<file path="src/rtl/id_stage_fwd_pkg.sv">
// Decode constants and small helpers shared by the flowCPU ID stage.
package id_pkg;

    localparam logic [5:0] OP_SPECIAL = 6'h00;
    localparam logic [5:0] OP_ANDI    = 6'h0C;
    localparam logic [5:0] OP_ORI     = 6'h0D;
    localparam logic [5:0] OP_XORI    = 6'h0E;
    localparam logic [5:0] OP_LUI     = 6'h0F;

    localparam logic [5:0] F_SLL  = 6'h00;
    localparam logic [5:0] F_SRL  = 6'h02;
    localparam logic [5:0] F_SRA  = 6'h03;
    localparam logic [5:0] F_ADDU = 6'h21;
    localparam logic [5:0] F_SUBU = 6'h23;
    localparam logic [5:0] F_AND  = 6'h24;
    localparam logic [5:0] F_OR   = 6'h25;
    localparam logic [5:0] F_XOR  = 6'h26;
    localparam logic [5:0] F_NOR  = 6'h27;

    typedef enum logic [7:0] {
        ALUOP_NOP  = 8'h00,
        ALUOP_SRL  = 8'h02,
        ALUOP_SRA  = 8'h03,
        ALUOP_ADDU = 8'h21,
        ALUOP_SUBU = 8'h23,
        ALUOP_AND  = 8'h24,
        ALUOP_OR   = 8'h25,
        ALUOP_XOR  = 8'h26,
        ALUOP_NOR  = 8'h27,
        ALUOP_SLL  = 8'h7C
    } aluop_e;

    typedef enum logic [2:0] {
        ALUSEL_NOP   = 3'd0,
        ALUSEL_LOGIC = 3'd1,
        ALUSEL_SHIFT = 3'd2,
        ALUSEL_ARITH = 3'd4
    } alusel_e;

    typedef struct packed {
        aluop_e  aluop;
        alusel_e alusel;
        logic    shift;   // operand 1 comes from the sa field instead of rs
        logic    ok;
    } special_t;

    function automatic special_t decode_special(input logic [5:0] funct);
        special_t s;
        s.aluop  = ALUOP_NOP;
        s.alusel = ALUSEL_NOP;
        s.shift  = 1'b0;
        s.ok     = 1'b1;
        case (funct)
            F_AND:  begin s.aluop = ALUOP_AND;  s.alusel = ALUSEL_LOGIC; end
            F_OR:   begin s.aluop = ALUOP_OR;   s.alusel = ALUSEL_LOGIC; end
            F_XOR:  begin s.aluop = ALUOP_XOR;  s.alusel = ALUSEL_LOGIC; end
            F_NOR:  begin s.aluop = ALUOP_NOR;  s.alusel = ALUSEL_LOGIC; end
            F_ADDU: begin s.aluop = ALUOP_ADDU; s.alusel = ALUSEL_ARITH; end
            F_SUBU: begin s.aluop = ALUOP_SUBU; s.alusel = ALUSEL_ARITH; end
            F_SLL:  begin s.aluop = ALUOP_SLL;  s.alusel = ALUSEL_SHIFT; s.shift = 1'b1; end
            F_SRL:  begin s.aluop = ALUOP_SRL;  s.alusel = ALUSEL_SHIFT; s.shift = 1'b1; end
            F_SRA:  begin s.aluop = ALUOP_SRA;  s.alusel = ALUSEL_SHIFT; s.shift = 1'b1; end
            default: s.ok = 1'b0;
        endcase
        return s;
    endfunction

endpackage

</file>
<file path="src/rtl/id_operand_mux.sv">
// One ID operand: immediate when the read is disabled, else $0 / EX / MEM / regfile in that priority.
module id_operand_mux #(
    parameter int DATA_W  = 32,
    parameter int RADDR_W = 5
) (
    input  logic               re_i,
    input  logic [RADDR_W-1:0] raddr_i,
    input  logic [DATA_W-1:0]  imm_i,
    input  logic [DATA_W-1:0]  rf_rdata_i,
    input  logic               ex_wreg_i,
    input  logic [RADDR_W-1:0] ex_wd_i,
    input  logic [DATA_W-1:0]  ex_wdata_i,
    input  logic               mem_wreg_i,
    input  logic [RADDR_W-1:0] mem_wd_i,
    input  logic [DATA_W-1:0]  mem_wdata_i,
    output logic [DATA_W-1:0]  opnd_o
);

    always_comb begin
        opnd_o = rf_rdata_i;
        if (!re_i)
            opnd_o = imm_i;
        else if (raddr_i == '0)
            opnd_o = '0;
        else if (ex_wreg_i && ex_wd_i == raddr_i)
            opnd_o = ex_wdata_i;
        else if (mem_wreg_i && mem_wd_i == raddr_i)
            opnd_o = mem_wdata_i;
    end

endmodule

</file>
<file path="src/rtl/id_stage_fwd.sv">
// flowCPU decode stage: MIPS32 decode, EX/MEM forwarding, load-use stall, registered ID/EX bundle.
module id_stage_fwd
    import id_pkg::*;
#(
    parameter int DATA_W   = 32,
    parameter int ADDR_W   = 32,
    parameter int RADDR_W  = 5,
    parameter int ALUOP_W  = 8,
    parameter int ALUSEL_W = 3
) (
    input  logic                clk,
    input  logic                rst,
    input  logic                flush,
    input  logic                in_valid,
    output logic                in_ready,
    input  logic [ADDR_W-1:0]   pc_i,
    input  logic [31:0]         inst_i,
    output logic                rf_re1,
    output logic                rf_re2,
    output logic [RADDR_W-1:0]  rf_raddr1,
    output logic [RADDR_W-1:0]  rf_raddr2,
    input  logic [DATA_W-1:0]   rf_rdata1,
    input  logic [DATA_W-1:0]   rf_rdata2,
    input  logic                ex_wreg,
    input  logic [RADDR_W-1:0]  ex_wd,
    input  logic [DATA_W-1:0]   ex_wdata,
    input  logic                ex_is_load,
    input  logic                mem_wreg,
    input  logic [RADDR_W-1:0]  mem_wd,
    input  logic [DATA_W-1:0]   mem_wdata,
    output logic                out_valid,
    input  logic                out_ready,
    output logic [ADDR_W-1:0]   pc_o,
    output logic [ALUOP_W-1:0]  aluop_o,
    output logic [ALUSEL_W-1:0] alusel_o,
    output logic [DATA_W-1:0]   reg1_o,
    output logic [DATA_W-1:0]   reg2_o,
    output logic [RADDR_W-1:0]  wd_o,
    output logic                wreg_o,
    output logic                inst_invalid_o
);

    logic [5:0]         op, funct;
    logic [RADDR_W-1:0] rs, rt, rd;
    logic [4:0]         sa;
    logic [15:0]        imm;
    special_t           sp;

    assign op    = inst_i[31:26];
    assign rs    = RADDR_W'(inst_i[25:21]);
    assign rt    = RADDR_W'(inst_i[20:16]);
    assign rd    = RADDR_W'(inst_i[15:11]);
    assign sa    = inst_i[10:6];
    assign funct = inst_i[5:0];
    assign imm   = inst_i[15:0];
    assign sp    = decode_special(funct);

    logic               re1, re2, wreg_d, invalid_d;
    logic [DATA_W-1:0]  imm1, imm2;
    logic [RADDR_W-1:0] wd_d;
    aluop_e             aluop_d;
    alusel_e            alusel_d;

    always_comb begin
        re1       = 1'b0;
        re2       = 1'b0;
        imm1      = '0;
        imm2      = '0;
        wd_d      = '0;
        wreg_d    = 1'b0;
        aluop_d   = ALUOP_NOP;
        alusel_d  = ALUSEL_NOP;
        invalid_d = 1'b1;
        case (op)
            OP_ORI, OP_ANDI, OP_XORI: begin
                re1       = 1'b1;
                imm2      = DATA_W'(imm);
                wd_d      = rt;
                wreg_d    = 1'b1;
                alusel_d  = ALUSEL_LOGIC;
                invalid_d = 1'b0;
                aluop_d   = (op == OP_ORI)  ? ALUOP_OR :
                            (op == OP_ANDI) ? ALUOP_AND : ALUOP_XOR;
            end
            OP_LUI: begin
                imm2      = DATA_W'({imm, 16'h0000});
                wd_d      = rt;
                wreg_d    = 1'b1;
                aluop_d   = ALUOP_OR;
                alusel_d  = ALUSEL_LOGIC;
                invalid_d = 1'b0;
            end
            OP_SPECIAL: begin
                if (sp.ok) begin
                    re1       = !sp.shift;
                    re2       = 1'b1;
                    imm1      = DATA_W'(sa);
                    wd_d      = rd;
                    wreg_d    = 1'b1;
                    aluop_d   = sp.aluop;
                    alusel_d  = sp.alusel;
                    invalid_d = 1'b0;
                end
            end
            default: ;
        endcase
    end

    assign rf_re1    = re1;
    assign rf_re2    = re2;
    assign rf_raddr1 = rs;
    assign rf_raddr2 = rt;

    logic [DATA_W-1:0] opnd1, opnd2;

    id_operand_mux #(.DATA_W(DATA_W), .RADDR_W(RADDR_W)) u_opnd1 (
        .re_i(re1), .raddr_i(rs), .imm_i(imm1), .rf_rdata_i(rf_rdata1),
        .ex_wreg_i(ex_wreg), .ex_wd_i(ex_wd), .ex_wdata_i(ex_wdata),
        .mem_wreg_i(mem_wreg), .mem_wd_i(mem_wd), .mem_wdata_i(mem_wdata),
        .opnd_o(opnd1)
    );

    id_operand_mux #(.DATA_W(DATA_W), .RADDR_W(RADDR_W)) u_opnd2 (
        .re_i(re2), .raddr_i(rt), .imm_i(imm2), .rf_rdata_i(rf_rdata2),
        .ex_wreg_i(ex_wreg), .ex_wd_i(ex_wd), .ex_wdata_i(ex_wdata),
        .mem_wreg_i(mem_wreg), .mem_wd_i(mem_wd), .mem_wdata_i(mem_wdata),
        .opnd_o(opnd2)
    );

    // A load in EX has no data yet; wait one cycle so MEM forwarding picks it up.
    logic stall, advance;
    assign stall   = ex_is_load && ex_wreg && (ex_wd != '0) &&
                     ((re1 && ex_wd == rs) || (re2 && ex_wd == rt));
    assign advance = out_ready || !out_valid;
    assign in_ready = flush || (advance && !stall);

    logic                valid_q, wreg_q, invalid_q;
    logic [ADDR_W-1:0]   pc_q;
    logic [ALUOP_W-1:0]  aluop_q;
    logic [ALUSEL_W-1:0] alusel_q;
    logic [DATA_W-1:0]   reg1_q, reg2_q;
    logic [RADDR_W-1:0]  wd_q;

    always_ff @(posedge clk) begin
        if (rst || flush) begin
            valid_q   <= 1'b0;
            pc_q      <= '0;
            aluop_q   <= '0;
            alusel_q  <= '0;
            reg1_q    <= '0;
            reg2_q    <= '0;
            wd_q      <= '0;
            wreg_q    <= 1'b0;
            invalid_q <= 1'b0;
        end else if (advance && stall) begin
            valid_q <= 1'b0;
        end else if (advance && in_valid) begin
            valid_q   <= 1'b1;
            pc_q      <= pc_i;
            aluop_q   <= ALUOP_W'(aluop_d);
            alusel_q  <= ALUSEL_W'(alusel_d);
            reg1_q    <= opnd1;
            reg2_q    <= opnd2;
            wd_q      <= wd_d;
            wreg_q    <= wreg_d;
            invalid_q <= invalid_d;
        end else if (advance) begin
            valid_q <= 1'b0;
        end
    end

    assign out_valid      = valid_q;
    assign pc_o           = pc_q;
    assign aluop_o        = aluop_q;
    assign alusel_o       = alusel_q;
    assign reg1_o         = reg1_q;
    assign reg2_o         = reg2_q;
    assign wd_o           = wd_q;
    assign wreg_o         = wreg_q;
    assign inst_invalid_o = invalid_q;

endmodule

</file>
<file path="config.mk">
export PLATFORM = sky130hd
export DESIGN_NAME = id_stage_fwd
export DESIGN_NICKNAME = d
export VERILOG_FILES = /design/src/rtl/id_stage_fwd_pkg.sv /design/src/rtl/id_operand_mux.sv /design/src/rtl/id_stage_fwd.sv
export SDC_FILE = /design/constraint.sdc
export NUM_CORES = 1
export LEC_CHECK = 0
export BUFFER_PORTS_ARGS = -buffer_cell sky130_fd_sc_hd__buf_2
export CAP_MARGIN = 10
export CELL_PAD_IN_SITES_DETAIL_PLACEMENT = 1
export CELL_PAD_IN_SITES_GLOBAL_PLACEMENT = 1
export CORE_ASPECT_RATIO = 0.6
export CORE_MARGIN = 3
export CORE_UTILIZATION = 36
export DETAILED_ROUTE_END_ITERATION = 16
export PLACE_DENSITY_LB_ADDON = 0.1
export SLEW_MARGIN = 0
export SYNTH_ARGS = -nofsm -noshare
export SYNTH_HDL_FRONTEND = slang
export SYNTH_HIERARCHICAL = 1
export SYNTH_SLANG_ARGS = --single-unit
</file>
<file path="constraint.sdc">
create_clock -name clk -period 5.2 [get_ports clk]
set_input_delay 1.04 -clock clk [delete_from_list [all_inputs] [get_ports clk]]
set_output_delay 1.04 -clock clk [all_outputs]
set_load 0.1 [all_outputs]
</file>
# Word-level counts from Yosys, hierarchy flattened
# Index checks and enable logic that the tools add are counted.
# totals
register_bits	115
in_bits	210
out_inout_bits	128
word_cells	88
# classes
n_eq_ne	16
mux	31
bitwise_logic	1
n_reduce_logical	31
# op_table
cell	n
$mux W32	8
$pmux W10 S9	1
$pmux W32 S2	1
$eq A6 B6 Y1 const B	6
$eq A6 B4 Y1 const B	4
$pmux W8 S3	1
$eq A5 B5 Y1	4
$mux W5	3
$eq A6 B2 Y1 const B	2
$logic_and A1 B1 Y1	12
$logic_not A6 Y1	2
$logic_not A5 Y1	2
$pmux W5 S2	1
$reduce_or A9 Y1	1
$mux W1	8
$mux W8	1
$pmux W1 S2	3
$pmux W3 S2	1
$reduce_or A3 Y1	2
$reduce_bool A5 Y1	1
$logic_or A1 B1 Y1	4
$mux W2	2
$reduce_or A4 Y1	1
$logic_not A1 Y1	3
5 further kinds	5

# Longest topological paths before layout
# logic_depth
depth_word	12
mapped_depth	12
ltp_nobuf	9

# Hierarchy
# The synthesis kept the hierarchy.
# modules_own_cells
module	n_inst	cells_each	area_per_inst_um2	seq_area_each_um2
id_stage_fwd	1	616	5200.0	2242.2
id_operand_mux	2	159	1104.8	0.0

# Worst setup path after synthesis
# OpenSTA, ideal clock, no wires.
# synth_timing
path_type	input-to-reg
from	input inst_i[2]
to	register reg2_q[10] (netlist: reg2_o[10])
setup_ps	72
arrival_ps	4258
required_ps	5128
setup_slack_ps	870
path_stages	11
n_path_buf	3
path_cell_list	buf_2 o31a_1 buf_2 nor2_1 o21ai_2 nor3_2 clkbuf_8 a21oi_1 o21ai_1 nand2_1 mux2i_1
# synth_between
elab_cells_between_ends	26
cone_classes	8 x eq/ne; 7 x mux; 1 x bitwise; 10 x reduce/logical
# synth_lines
element	line	source
from (decl)	id_stage_fwd.sv:17	input logic [31:0] inst_i,
$eq A6 B2 Y1, or another cell as far along	id_stage_fwd_pkg.sv:53	case (funct)
$reduce_or A9 Y1 (no line) *	-	
$mux W1 *	id_stage_fwd_pkg.sv:53	
$mux W1 *	id_stage_fwd.sv:94	if (sp.ok) begin
$mux W1 *	id_stage_fwd.sv:74	case (op)
named net rf_re2	id_stage_fwd.sv:19	output logic rf_re2,
$mux W32 *	id_operand_mux.sv:21	if (!re_i)
named net opnd2[10]	id_stage_fwd.sv:114	logic [DATA_W-1:0] opnd1, opnd2;
to (signal assigned)	id_stage_fwd.sv:163	reg2_q <= opnd2;
to (decl)	id_stage_fwd.sv:141	logic [DATA_W-1:0] reg1_q, reg2_q;
# The timed path passes the listed nets; every way through them passes the cells marked *.
# A chain may end at the register's enable or synchronous reset.

# Final worst setup path
# layout_timing
from	input inst_i[4]
to	output in_ready
# layout_between
elab_chain_len	12
elab_cells_between_ends	25
cone_classes	8 x eq/ne; 6 x mux; 11 x reduce/logical
# layout_rtl
element	line	source
$eq A6 B2 Y1 / $logic_not A6 Y1 (equally long branches)	id_stage_fwd_pkg.sv:53	
$reduce_or A3 Y1 (no line)	-	
$mux W1	id_stage_fwd_pkg.sv:53	
$logic_not A1 Y1	id_stage_fwd.sv:95	re1 = !sp.shift;
$mux W1	id_stage_fwd.sv:94	
$pmux W1 S2	id_stage_fwd.sv:74	
$logic_and A1 B1 Y1	id_stage_fwd.sv:133	((re1 && ex_wd == rs) || (re2 && ex_wd == rt));
$logic_or A1 B1 Y1 *	id_stage_fwd.sv:133	
$logic_and A1 B1 Y1 *	id_stage_fwd.sv:132	assign stall = ex_is_load && ex_wreg && (ex_wd != '0) &&
$logic_not A1 Y1 *	id_stage_fwd.sv:135	assign in_ready = flush || (advance && !stall);
$logic_and A1 B1 Y1 *	id_stage_fwd.sv:135	
$logic_or A1 B1 Y1 *	id_stage_fwd.sv:135	
to (decl)	id_stage_fwd.sv:15	output logic in_ready,
# Every way passes the cells marked *; elsewhere a longest branch is shown, timed or not.

==> flow_summary.json <==
{
  "grt_use_total": 0.252,
  "die_area_um2": 22400,
  "core_um2": 19600,
  "post_cts_resized": 0,
  "period_share": 0.773,
  "p_leak_nw": 4.43,
  "grt_pass1_wl_mm": 43.5,
  "drc_errors": 0,
  "synth_edf_count": 0,
  "rsz0062_at_grt": "false",
  "ctsHoldBuffers": 0,
  "crit_fanout": 13,
  "critical_path_class": "input port to output port",
  "ys_types": 44,
  "synth_flop_cell": "dfxtp_1",
  "numClockSinks": 112,
  "ir_drop_mv": 0.148,
  "holdCritPathClass": "flop to flop",
  "maxSlewHeadroom": 0.344,
  "worstMarginPinSlew_ns": 0.984,
  "hold_viol": 0,
  "synth_largest_area_cell": "dfxtp_1",
  "design_area_um2": 9490,
  "synth_simple_gate_area_frac": 0.237,
  "gp_congestion": 0.848,
  "r2r_setup_slack_ns": 3.41,
  "yosysMostFrequentCell": "nand2_1",
  "die_h_um": 117,
  "grt_max_degree": 137,
  "die_x_um": 191,
  "cts_tree": "yes",
  "synth_top_family_by_area": "simple AND/OR/NAND/NOR gates",
  "drtIter0Drc": 409,
  "htree_num_levels": 3,
  "cp.arrival_ns": 2.98,
  "yosysWarnings": 6,
  "fin_crit_ns": 4.02,
  "ant_nets": 0,
  "max_clock_freq_ghz": 0.249,
  "synth_xor_area_frac": 0.0355,
  "synthAdderAreaFrac": 0,
  "routed-via-count": 7597,
  "cap_violations": 0,
  "cts_buffers": 9,
  "startpoint_type": "input port",
  "netlist.area_leader.share": 0.303,
  "cts_setup_buffers": 0,
  "netlist_area_um2": 7410,
  "clockBufferDepth": 2,
  "finalSetupTns_ns": 0,
  "seq_area_frac_synth": 0.303,
  "drv_slew": 0,
  "synth.area.mux_share": 0.234,
  "synthTopCellsByArea": "dfxtp_1 (30%), mux2i_1 (23%), nand2_1 (12%)",
  "worst-endpoint-required_ns": 4.16,
  "grt_pass1_vias": 7526,
  "post_drt_wl_per_cell_um": 19.4,
  "ioPinCount": 338,
  "drtPass1Iterations": 4,
  "antenna_found_initial": 0,
  "avgSynthCellArea_um2": 7.93,
  "io_buffers": 336,
  "grt_overflow": 0,
  "finalSetupViolations": 0,
  "endpoint_kind": "output port",
  "vias_per_cell": 5.02,
  "async_flop_share": 0,
  "syn_to_final_growth_pct": 28.1,
  "insertion_delay_ns": 0.36,
  "power_density_nw_per_um2": 221,
  "synth_common_cells": "nand2_1 (230), mux2i_1 (173), dfxtp_1 (112)",
  "drive_gt1_frac": 0.310,
  "rows": 39,
  "start_util": 0.378,
  "placed_cell_area_um2": 9200,
  "skew_ns": 0.0115,
  "dpl.hpwl_mm": 23.0,
  "clk_pin_slew_ns": 0.07,
  "synth_compound_area_frac": 0.117,
  "status": "completed",
  "drt_wl_total_mm": 29.4,
  "layout.nets": 1452,
  "synth-seq-cells": 112,
  "syn_inst": 934,
  "cts-root-buf": "clkbuf_16"
}
==> state kept, by name (all words and copies together), names as in the netlist <==
register and cells:
reg1_o 32, aluop_o 5, wd_o 5, pc_o 32, wreg_o 1, out_valid 1, inst_invalid_o 1, alusel_o 3
reg2_o 32
==> worst max-delay path, stage by stage <==
cell,delay [ns]
buf_2,0.12
nor4_1,0.39
nand2_1,0.10
buf_4,0.20
or4_4,0.58
a31o_2,0.26
buf_2,0.29
==> where the power goes <==
part,switching [W],internal [W],leakage [nW]
clock network,0.000354,0.000342,0.139
logic,0.000363,0.000160,3.38
registers,0.00000869,0.000875,0.908
==> layout make-up <==
class                           count  area [um2]
Sequential cell                   112        2240
Multi-Input combinational cell    760        4780
Clock inverter                      6        43.8
Tap cell                          266         333
Antenna cell                        1        2.50
Timing Repair Buffer              352        1830
Clock buffer                       10         239
Fill cell                        2542       10100
Inverter                            7        26.3
==> layout by cell type (no fill, tap or decap), drive strengths merged, types with 3 or more instances in the layout <==
| master | instances |
|---|---|
| and3 | 13 |
| or4 | 8 |
| xor2 | 14 |
| nor2b | 66 |
| nand4 | 3 |
| clkinv | 4 |
| and2 | 21 |
| o31ai | 5 |
| o21ai | 74 |
| inv | 8 |
| nor2 | 11 |
| a21oi | 67 |
| mux2i | 173 |
| conb | 28 |
| xnor2 | 16 |
| dfxtp | 112 |
| nand3 | 4 |
| nand2 | 230 |
| clkbuf | 10 |
| nor4 | 6 |
| buf | 352 |
==> stage by stage <==
step / std cells / util / total power, W / hold slack (ns) / setup WS [ns]
detailed placement: 1497 / 0.469 / 0.00143 / 0.445 / 1.16
finish: 1514 / 0.484 / 0.00210 / 0.458 / 1.18
global placement: 1497 / 0.469 / 0.00142 / 0.440 / 1.15
floorplan: 961 / - / 0.00126 / 0.885 / 0.870
CTS: 1513 / 0.484 / 0.00212 / 0.460 / 1.18
global route: 1513 / 0.484 / 0.00219 / 0.474 / 1.04
==> cell families (layout without fill, tap and decap cells) <==
family / count (synthesis) / after routing
xor gates and xnor gates: 30 / 30
AOI/OAI and AO/OA: 157 / 157
muxes: 173 / 173
buffers and inverters: 89 / 375
other: 1 / 29
and+or+nand+nor: 372 / 372
DFF: 112 / 112
==> metal layers <==
metal | share of wire | track usage
met2 | 0.44 | 0.401
met3 | 0.071 | 0.0503
met5 | 0 | 0
met4 | 0.0068 | 0.0357
met1 | 0.48 | 0.363
==> final timing paths <==
check / from / end / cells after the start
worst max-delay path: inst_i[4] / in_ready / 7
worst min-delay path: reg2_o[18] / reg2_o[18] / 2
worst max register to register: out_valid / wd_o[2] / 3
worst min register to register: reg2_o[18] / reg2_o[18] / 2
(Power assumes the default switching activity.)
